### config.mk
export PLATFORM = sky130hd
export DESIGN_NAME = ni_local_inject
export DESIGN_NICKNAME = d
export VERILOG_FILES = /design/src/rtl/ni_pkg.sv /design/src/rtl/ni_sync_fifo.sv /design/src/rtl/ni_local_inject.sv
export SDC_FILE = /design/constraint.sdc
export NUM_CORES = 1
export LEC_CHECK = 0
export ABC_AREA = 1
export CAP_MARGIN = 20
export CORE_ASPECT_RATIO = 0.7
export CORE_MARGIN = 3
export CORE_UTILIZATION = 30
export CTS_CLUSTER_SIZE = 20
export DETAILED_ROUTE_END_ITERATION = 10
export GPL_TIMING_DRIVEN = 1
export SYNTH_ARGS = -nofsm -noshare
export SYNTH_HDL_FRONTEND = slang
export SYNTH_SLANG_ARGS = --single-unit
export TNS_END_PERCENT = 20
### constraint.sdc
create_clock -name clk -period 5.56 [get_ports clk]
set_input_delay 1.112 -clock clk [delete_from_list [all_inputs] [get_ports clk]]
set_output_delay 1.112 -clock clk [all_outputs]
set_load 0.005 [all_outputs]
### src/rtl/ni_pkg.sv
// ni_pkg: shared types and helpers for the NI local-injection stage.
//   ni_state_e  : injection FSM states
//   DIR_*       : bit positions of the one-hot routing request
//   encode_1of4 : 2-bit symbol -> 1-of-4 rail pattern
//   route_xy    : dimension-ordered (X then Y) routing request; all-zero
//                 result means the packet is addressed to this node
package ni_pkg;

  typedef enum logic [2:0] {
    IDLE,
    ROUTE,
    SET,
    RST,
    EOF_SET,
    EOF_RST,
    DROP
  } ni_state_e;

  localparam int unsigned DIR_S = 0;
  localparam int unsigned DIR_W = 1;
  localparam int unsigned DIR_N = 2;
  localparam int unsigned DIR_E = 3;

  // Widest coordinate route_xy accepts; callers zero-extend into it.
  localparam int unsigned NI_CW = 16;

  function automatic logic [3:0] encode_1of4(input logic [1:0] s);
    return 4'b0001 << s;
  endfunction

  function automatic logic [3:0] route_xy(input logic [NI_CW-1:0] dx,
                                          input logic [NI_CW-1:0] dy,
                                          input logic [NI_CW-1:0] mx,
                                          input logic [NI_CW-1:0] my);
    logic [3:0] r;
    r = '0;
    if (dx > mx)      r[DIR_S] = 1'b1;
    else if (dx < mx) r[DIR_N] = 1'b1;
    else if (dy < my) r[DIR_W] = 1'b1;
    else if (dy > my) r[DIR_E] = 1'b1;
    return r;
  endfunction

endpackage

### src/rtl/ni_sync_fifo.sv
// ni_sync_fifo: FD-entry x W-bit synchronous FIFO, first-word fall-through
// (rd_data_o shows the head whenever empty_o is low).
//   clk_i, rst_i        : clock, synchronous active-high reset
//   wr_en_i, wr_data_i  : push request (ignored when full)
//   rd_en_i, rd_data_o  : pop request (ignored when empty), head data
//   full_o, empty_o     : status flags
module ni_sync_fifo #(
  parameter int unsigned W  = 9,
  parameter int unsigned FD = 4
) (
  input  logic         clk_i,
  input  logic         rst_i,
  input  logic         wr_en_i,
  input  logic [W-1:0] wr_data_i,
  input  logic         rd_en_i,
  output logic [W-1:0] rd_data_o,
  output logic         full_o,
  output logic         empty_o
);

  localparam int unsigned PW = $clog2(FD);

  logic [W-1:0] mem_q [FD];
  logic [PW:0]  wr_ptr_q, rd_ptr_q;
  logic         push, pop;

  // Extra pointer bit distinguishes full from empty when indices match.
  assign full_o    = (wr_ptr_q[PW] != rd_ptr_q[PW]) &&
                     (wr_ptr_q[PW-1:0] == rd_ptr_q[PW-1:0]);
  assign empty_o   = (wr_ptr_q == rd_ptr_q);
  assign push      = wr_en_i && !full_o;
  assign pop       = rd_en_i && !empty_o;
  assign rd_data_o = mem_q[rd_ptr_q[PW-1:0]];

  always_ff @(posedge clk_i) begin
    if (rst_i) begin
      wr_ptr_q <= '0;
      rd_ptr_q <= '0;
    end else begin
      if (push) wr_ptr_q <= wr_ptr_q + {{PW{1'b0}}, 1'b1};
      if (pop)  rd_ptr_q <= rd_ptr_q + {{PW{1'b0}}, 1'b1};
    end
  end

  always_ff @(posedge clk_i) begin
    if (push) mem_q[wr_ptr_q[PW-1:0]] <= wr_data_i;
  end

endmodule

### src/rtl/ni_local_inject.sv
// ni_local_inject: NI injection stage for one virtual circuit of the local
// input port. Buffers core flits, issues the routing request for each
// packet and drives flits as 1-of-4 rails with a 4-phase RTZ handshake.
//   clk, rst            : clock, synchronous active-high reset
//   in_data/in_last/in_valid/in_ready : core-side flit stream
//   my_x, my_y          : static local coordinates
//   do0..do3            : rail k of every sub-channel (registered)
//   do4                 : eof rail (registered)
//   doa                 : asynchronous ack, synchronised by two flops
//   deco                : one-hot request [0]S [1]W [2]N [3]E
//   drop                : one-cycle pulse when a self-addressed packet is discarded
//   err                 : sticky ack timeout flag
// Optional feature: define NI_ACK_TIMEOUT_EN to enable the ack-timeout
// counter and err flag; otherwise err is tied low.
module ni_local_inject
  import ni_pkg::*;
#(
  parameter int unsigned DW     = 8,
  parameter int unsigned SCN    = DW / 2,
  parameter int unsigned AW     = 4,
  parameter int unsigned FD     = 4,
  parameter int unsigned TO_CYC = 255
) (
  input  logic           clk,
  input  logic           rst,
  input  logic [DW-1:0]  in_data,
  input  logic           in_last,
  input  logic           in_valid,
  output logic           in_ready,
  input  logic [AW-1:0]  my_x,
  input  logic [AW-1:0]  my_y,
  output logic [SCN-1:0] do0,
  output logic [SCN-1:0] do1,
  output logic [SCN-1:0] do2,
  output logic [SCN-1:0] do3,
  output logic           do4,
  input  logic           doa,
  output logic [3:0]     deco,
  output logic           drop,
  output logic           err
);

  if ((DW % 2) != 0 || SCN != DW / 2 || 2 * AW > DW || AW > NI_CW ||
      FD < 2 || (FD & (FD - 1)) != 0 || TO_CYC == 0) begin : g_cfg_check
    $error("ni_local_inject: unsupported parameter set");
  end

  ni_state_e             state_q, state_d;
  logic [3:0][SCN-1:0]   rail_q, rail_d;
  logic                  eof_q, eof_d;
  logic [3:0]            deco_q, deco_d;
  logic                  drop_q, drop_d;
  logic                  last_q, last_d;
  logic                  ack_s1_q, ack_s_q;

  logic                  pop, fifo_full, fifo_empty;
  logic [DW:0]           head;
  logic [DW-1:0]         head_data;
  logic                  head_last;
  logic [SCN-1:0][3:0]   sym_oh;
  logic [3:0][SCN-1:0]   head_rails;
  logic [3:0]            hdr_route;

  ni_sync_fifo #(
    .W  (DW + 1),
    .FD (FD)
  ) u_fifo (
    .clk_i     (clk),
    .rst_i     (rst),
    .wr_en_i   (in_valid),
    .wr_data_i ({in_last, in_data}),
    .rd_en_i   (pop),
    .rd_data_o (head),
    .full_o    (fifo_full),
    .empty_o   (fifo_empty)
  );

  assign in_ready  = !fifo_full;
  assign head_data = head[DW-1:0];
  assign head_last = head[DW];

  assign hdr_route = route_xy(NI_CW'(head_data[2*AW-1:AW]), NI_CW'(head_data[AW-1:0]),
                              NI_CW'(my_x), NI_CW'(my_y));

  // Transpose per-sub-channel one-hot symbols into per-rail vectors.
  always_comb begin
    sym_oh     = '0;
    head_rails = '0;
    for (int unsigned j = 0; j < SCN; j++) begin
      sym_oh[j] = encode_1of4(head_data[2*j +: 2]);
    end
    for (int unsigned j = 0; j < SCN; j++) begin
      for (int unsigned k = 0; k < 4; k++) begin
        head_rails[k][j] = sym_oh[j][k];
      end
    end
  end

  always_comb begin
    state_d = state_q;
    rail_d  = rail_q;
    eof_d   = eof_q;
    deco_d  = deco_q;
    drop_d  = 1'b0;
    last_d  = last_q;
    pop     = 1'b0;
    unique case (state_q)
      IDLE: begin
        if (!fifo_empty) state_d = ROUTE;
      end
      ROUTE: begin
        deco_d  = hdr_route;
        state_d = (hdr_route == '0) ? DROP : SET;
      end
      // Self-addressed: discard flits as they arrive, through the last one.
      DROP: begin
        if (!fifo_empty) begin
          pop = 1'b1;
          if (head_last) begin
            drop_d  = 1'b1;
            state_d = IDLE;
          end
        end
      end
      SET: begin
        if (ack_s_q) begin
          pop     = 1'b1;
          last_d  = head_last;
          rail_d  = '0;
          state_d = RST;
        end else begin
          rail_d = head_rails;
        end
      end
      RST: begin
        if (!ack_s_q) begin
          if (last_q)           state_d = EOF_SET;
          else if (!fifo_empty) state_d = SET;
        end
      end
      EOF_SET: begin
        if (ack_s_q) begin
          eof_d   = 1'b0;
          state_d = EOF_RST;
        end else begin
          eof_d = 1'b1;
        end
      end
      EOF_RST: begin
        if (!ack_s_q) begin
          deco_d  = '0;
          state_d = IDLE;
        end
      end
      default: state_d = IDLE;
    endcase
  end

  always_ff @(posedge clk) begin
    if (rst) begin
      state_q  <= IDLE;
      rail_q   <= '0;
      eof_q    <= 1'b0;
      deco_q   <= '0;
      drop_q   <= 1'b0;
      last_q   <= 1'b0;
      ack_s1_q <= 1'b0;
      ack_s_q  <= 1'b0;
    end else begin
      state_q  <= state_d;
      rail_q   <= rail_d;
      eof_q    <= eof_d;
      deco_q   <= deco_d;
      drop_q   <= drop_d;
      last_q   <= last_d;
      ack_s1_q <= doa;
      ack_s_q  <= ack_s1_q;
    end
  end

  assign do0  = rail_q[0];
  assign do1  = rail_q[1];
  assign do2  = rail_q[2];
  assign do3  = rail_q[3];
  assign do4  = eof_q;
  assign deco = deco_q;
  assign drop = drop_q;

`ifdef NI_ACK_TIMEOUT_EN
  localparam int unsigned TCW = ($clog2(TO_CYC + 1) > 8) ? $clog2(TO_CYC + 1) : 8;

  logic [TCW-1:0] to_cnt_q, to_cnt_d;
  logic           err_q, err_d;
  logic           waiting;

  // Counts only while the far side owes an ack edge; RST with ack low and
  // an empty FIFO is waiting on the core, not the router.
  always_comb begin
    waiting  = ((state_q == SET || state_q == EOF_SET) && !ack_s_q) ||
               ((state_q == RST || state_q == EOF_RST) && ack_s_q);
    to_cnt_d = to_cnt_q;
    if (state_d != state_q)
      to_cnt_d = '0;
    else if (waiting && to_cnt_q != TCW'(TO_CYC))
      to_cnt_d = to_cnt_q + {{(TCW-1){1'b0}}, 1'b1};
    err_d = err_q || (to_cnt_d == TCW'(TO_CYC));
  end

  always_ff @(posedge clk) begin
    if (rst) begin
      to_cnt_q <= '0;
      err_q    <= 1'b0;
    end else begin
      to_cnt_q <= to_cnt_d;
      err_q    <= err_d;
    end
  end

  assign err = err_q;
`else
  assign err = 1'b0;
`endif

endmodule
-- Word level (Yosys, flattened, before mapping)
Memory sizes are Yosys's and may differ from the RTL's. A register that Yosys moved wholly into a read port is not among the register bits.
Index checks and enable logic that the tools add are counted.
- add/subtract/negate cells: 2
- $lt $le $gt $ge: 4
- equality and inequality tests: 17
- shift operators: 4
- multiplexer cells: 31
- bitwise gates (word level): 1
- reductions and logical operators: 12
- operators by type and width (kind ; count):
    3-bit two-way mux ; 11
    3-bit one-hot mux with 7 select lines ; 1
    16-bit two-way mux ; 1
    1-bit by 2-bit left shift with 4-bit output, first input constant ; 4
    2-bit inequality test, second input constant ; 7
    1-bit two-way mux ; 13
    3-bit == test, second input constant ; 3
    4-bit greater-than comparator ; 2
    4-bit < comparator ; 2
    4-bit one-hot mux with 2 select lines ; 1
    8-bit AND reduction ; 1
    3-bit by 1-bit adder with 3-bit output, second input constant ; 2
    3-bit by 2-bit == test with 1-bit output, second input constant ; 2
    4-bit zero test ; 1
    2-bit two-way mux ; 2
    4-bit two-way mux ; 1
    2-bit AND reduction ; 2
    3-bit by 1-bit == test with 1-bit output, second input constant ; 1
    3-bit == test ; 1
    1-bit logical AND ; 3
    3-bit zero test ; 1
    3-bit inequality test, second input constant ; 1
    3-bit OR reduction ; 1
    2-bit == test ; 1
    5 further kinds ; 6
- register bits after elaboration: 34
- bits in writable memories: 36
- input bits: 21
- output and inout bits: 24
- logic and storage cells: 85
- memories: 1
- memory list (name ; words ; bits a word ; rd ports ; clocked after Yosys merged registers in ; wr ports ; RTL line ; text):
    u_fifo.mem_q ; 4 ; 9 ; 1 ; 1 ; 1 ; ni_sync_fifo.sv:23 ; logic [W-1:0] mem_q [FD];

-- Longest topological paths before layout
- depth after elaboration: 8
- gate-level depth with buffers: 15

-- By module
A second synthesis with hierarchy kept.
- cell total of the unflattened synthesis: 365
- area total of the unflattened synthesis: 3273.1 um2
- by module, submodules not included (module ; instances ; cells each ; area an instance (um2)):
    ni_sync_fifo ; 1 ; 160 ; 1839.3
    ni_local_inject ; 1 ; 205 ; 1433.9

-- Least setup slack after synthesis
OpenSTA, ideal clock, no wires.
- path type: input to register
- from: input my_x[3]
- to: register state_q[2]
- library setup time: 70 ps
- arrival: 2028 ps
- data required time: 5490 ps
- slack: 3461 ps
- cell stages on the path: 10
- cells stage by stage: inv_1 ha_1 nand2_1 nor2_1 inv_1 nor2_1 nand4_1 nand2_1 nand2_1 a21oi_1
- cells in the longest elaborated chain, start to end: 6
- ends and longest elaborated chain (what ; RTL line ; text):
    start: declaration ; ni_local_inject.sv:30 ; input logic [AW-1:0] my_x,
    4-bit < comparator ; ni_pkg.sv:38 ; else if (dx < mx) r[DIR_N] = 1'b1;
    1-bit two-way mux ; ni_pkg.sv:38 ;
    3-bit two-way mux ; ni_pkg.sv:37 ; if (dx > mx) r[DIR_S] = 1'b1;
    4-bit zero test (*) ; ni_local_inject.sv:113 ; state_d = (hdr_route == '0) ? DROP : SET;
    3-bit two-way mux (*) ; ni_local_inject.sv:113 ;
    3-bit one-hot mux with 7 select lines (*) ; ni_local_inject.sv:107 ; unique case (state_q)
    end signal: assignment ; ni_local_inject.sv:170 ; state_q <= state_d;
    end: declaration ; ni_local_inject.sv:48 ; ni_state_e state_q, state_d;
Every way passes the cells marked *; elsewhere a longest branch is shown, timed or not.
A chain may end at the register's enable or synchronous reset.

==> summary.md <==
| Metric | Value |
|---|---|
| Worst reg2reg path endpoint | `state_q[2]` |
| Clock slew at reported path FFs | `0.06 ns` |
| Top FF cell, synth | `edfxtp_1` |
| Period minus WS final | `2.91 ns` |
| HP Class | `reg2reg` |
| Fill cells | `1031` |
| PD cells | `365 nW/µm²` |
| Row Count | `31` |
| Routed WL | `7500 µm` |
| Post-synthesis cell area | `3240 µm²` |
| Final Max Slew Viols | `0` |
| Die Ht | `93.0 µm` |
| Htree depth | `3` |
| Root Buffer | `clkbuf_16` |
| Worst-Margin Slew | `0.992 ns` |
| Post-layout power | `1490 µW` |
| Synth top area share | `33.3%` |
| Setup Crit Path Kind | `reg2reg` |
| # DRC | `0` |
| Nets@finish | `452` |
| Crit-path max FO | `22` |
| Worst r2r path cells | `14` |
| Tcrit/Tclk final | `52.3%` |
| Synthesized instance count | `374` |
| Most common cell in the netlist | `nand2_1` |
| Max Clock Freq | `344 MHz` |
| Synth-to-Final Area Change | `26.2%` |
| N_diodes | `0` |
| Yosys cell types | `26` |
| Crit end category | `register` |
| Initial antenna violation count | `0` |
| Die Footprint | `12100 µm²` |
| Number of synthesized flops with an enable pin | `36` |
| CTS sink count | `72` |
| Outcome | `completed` |
| Resize count post-CTS | `0` |
| Area leader, netlist | `edfxtp_1` |
| Initial core utilization | `31.1%` |
| I/O pins | `45` |
| Gr usage total | `13.1%` |
| Total congestion overflow | `0` |
| Req. time, crit path | `5.80 ns` |
| Via count | `2556` |
| FFs w/ async S/R, synth | `0%` |
| CTS tree | `built` |
| Yosys Warn Count | `0` |
| Hold Fails Final Rpt | `0` |
| Clock Tree Buf Depth | `2` |
| Layout cells sized above 1 | `5.91%` |
| # Post-CTS Setup Buffers | `0` |
| Setup crit start kind | `register` |
| GP Congestion | `0.902` |
| Vias in the first global route | `2394` |
| Slew HR | `33.7%` |
| Synth top area cells | `edfxtp_1 33%, dfxtp_1 22%, nand2_1 12%` |
| Count of final setup violators | `0` |
| Clk_lat worst skew | `0.34 ns` |
| Drt pass-1 iters | `4` |
| Commonest cells in the netlist | `104 x nand2_1, 49 x inv_1, 36 x dfxtp_1, 36 x edfxtp_1, 35 x a21oi_1` |
| Mapped Nets | `408` |
| Routed WL per cell | `13.5 µm` |
| Detail Route Antenna Nets | `0` |
| Peak VDD IR | `0.146 mV` |
| Setup TNS Final | `0 ns` |
| Register area share after synthesis | `55.6%` |
| Leak Pwr | `0.00164 µW` |
| First-pass GRT wire length | `11900 µm` |
| Vias per cell | `4.61` |
| Hold Buf Count CTS | `0` |
| Syn avg cell area | `8.67 µm²` |
| Drt initial violations | `165` |
| Core box area | `10400 µm²` |
| Largest net degree at the start of global routing | `28` |
| Post-Route Utilization | `39.2%` |
| Number of I/O port buffers | `43` |
| Unrepaired setup endpoints after global routing | `false` |
| Worst setup path end | `state_q[2]` |
| Detailed placer's ending HPWL | `5400 µm` |
| CTS Buf Count | `9` |
| CP arrival | `3.15 ns` |
| Max cap viols | `0` |
| Post-synthesis register bit count | `72` |
| Final clock skew | `0.00718 ns` |
| Die X | `130 µm` |
| Flop-to-flop setup slack | `2.65 ns` |
| WHS Path Cells | `2` |
| Hold slack | `0.404 ns` |
cells by family after synthesis:
group	share of synthesized area [%]
buf+inv	7.87
fa+ha+maj	5.02
other cells	0.116
flops	55.6
compound gates	8.53
simple gates	22.9
where the power goes:
group          switching, µW  internal [µW]
Clock                    206            391
Combinational            166            104
Sequential              31.0            597
cells in the final DEF (no fill, tap or decap):
| cell | instances |
|---|---|
| a211oi_1 | 1 |
| a21oi_1 | 35 |
| bufinv_16 | 2 |
| clkbuf_1 | 3 |
| clkbuf_16 | 9 |
| clkdlybuf4s50_1 | 43 |
| clkinv_1 | 1 |
| clkinv_2 | 1 |
| clkinvlp_4 | 1 |
| conb_1 | 1 |
| dfxtp_1 | 36 |
| edfxtp_1 | 36 |
| ha_1 | 13 |
| inv_1 | 49 |
| inv_2 | 3 |
| nand2_1 | 104 |
| nand2_2 | 3 |
| nand2_4 | 2 |
| nand3_1 | 31 |
| nand4_1 | 7 |
| nor2_1 | 19 |
| nor2_2 | 3 |
| nor2_4 | 1 |
| nor3_1 | 2 |
| o21a_1 | 1 |
| o21ai_0 | 13 |
| o21ai_1 | 1 |
| o21bai_1 | 1 |
| o22a_1 | 1 |
sequential cells by signal (all words and copies together) (netlist names), 3 cells and up, named ones only:
name             count
do1                  4
u_fifo.mem_q        36
do2                  4
deco                 4
u_fifo.rd_ptr_q      3
u_fifo.wr_ptr_q      3
do0                  4
do3                  4
state_q              3
worst max-delay path: stages, from the launching register on:
cell and delay [ns]:
dfxtp_1 0.78, inv_1 0.43, nand2_1 0.14, nand3_1 0.07, nand2_1 0.22, inv_1 0.09
ha_1 0.31, nand2_1 0.07, nor2_1 0.13, inv_1 0.07, nor2_1 0.15, nand4_1 0.11
nand2_1 0.07, nand2_1 0.05, a21oi_1 0.11
cell type report:
| class | count | area (µm²) | area share, % |
|---|---|---|---|
| Tap cell | 132 | 165 | 4.04 |
| Clock buffer | 12 | 236 | 5.78 |
| Sequential cell | 72 | 1800 | 44.1 |
| Multi-Input combinational cell | 239 | 1180 | 29.0 |
| Timing Repair Buffer | 43 | 430 | 10.5 |
| Clock inverter | 4 | 71.3 | 1.74 |
| Inverter | 53 | 200 | 4.89 |
metrics by stage:
stage / instance area, µm² / setup WS [ns] / cells
floorplan: 3240 / 3.46 / 374
global placement: 3780 / 2.63 / 539
detailed placement: 3780 / 2.60 / 539
CTS: 4090 / 2.64 / 555
global route: 4090 / 2.29 / 555
finish: 4090 / 2.65 / 555
worst min-delay path by stage:
stage / start / to
6_report: ack_s1_q / ack_s_q
5_1_grt: ack_s1_q / ack_s_q
4_1_cts: ack_s1_q / ack_s_q
3_5_place_dp: ack_s1_q / ack_s_q
3_3_place_gp: ack_s1_q / ack_s_q
2_1_floorplan: ack_s1_q / ack_s_q
metal layers:
layer | track usage (%) | routed length [µm] | vias to the layer above | share of wire, %
met5 | 0 | 0 | - | 0
met4 | 5.19 | 80 | 0 | 1.1
met3 | 5.02 | 533 | 6 | 7.1
met2 | 18.5 | 3060 | 72 | 41
met1 | 18.0 | 3820 | 1173 | 51
li1 | - | - | 1305 | -
No activity file was read; power rests on OpenSTA's default activity.
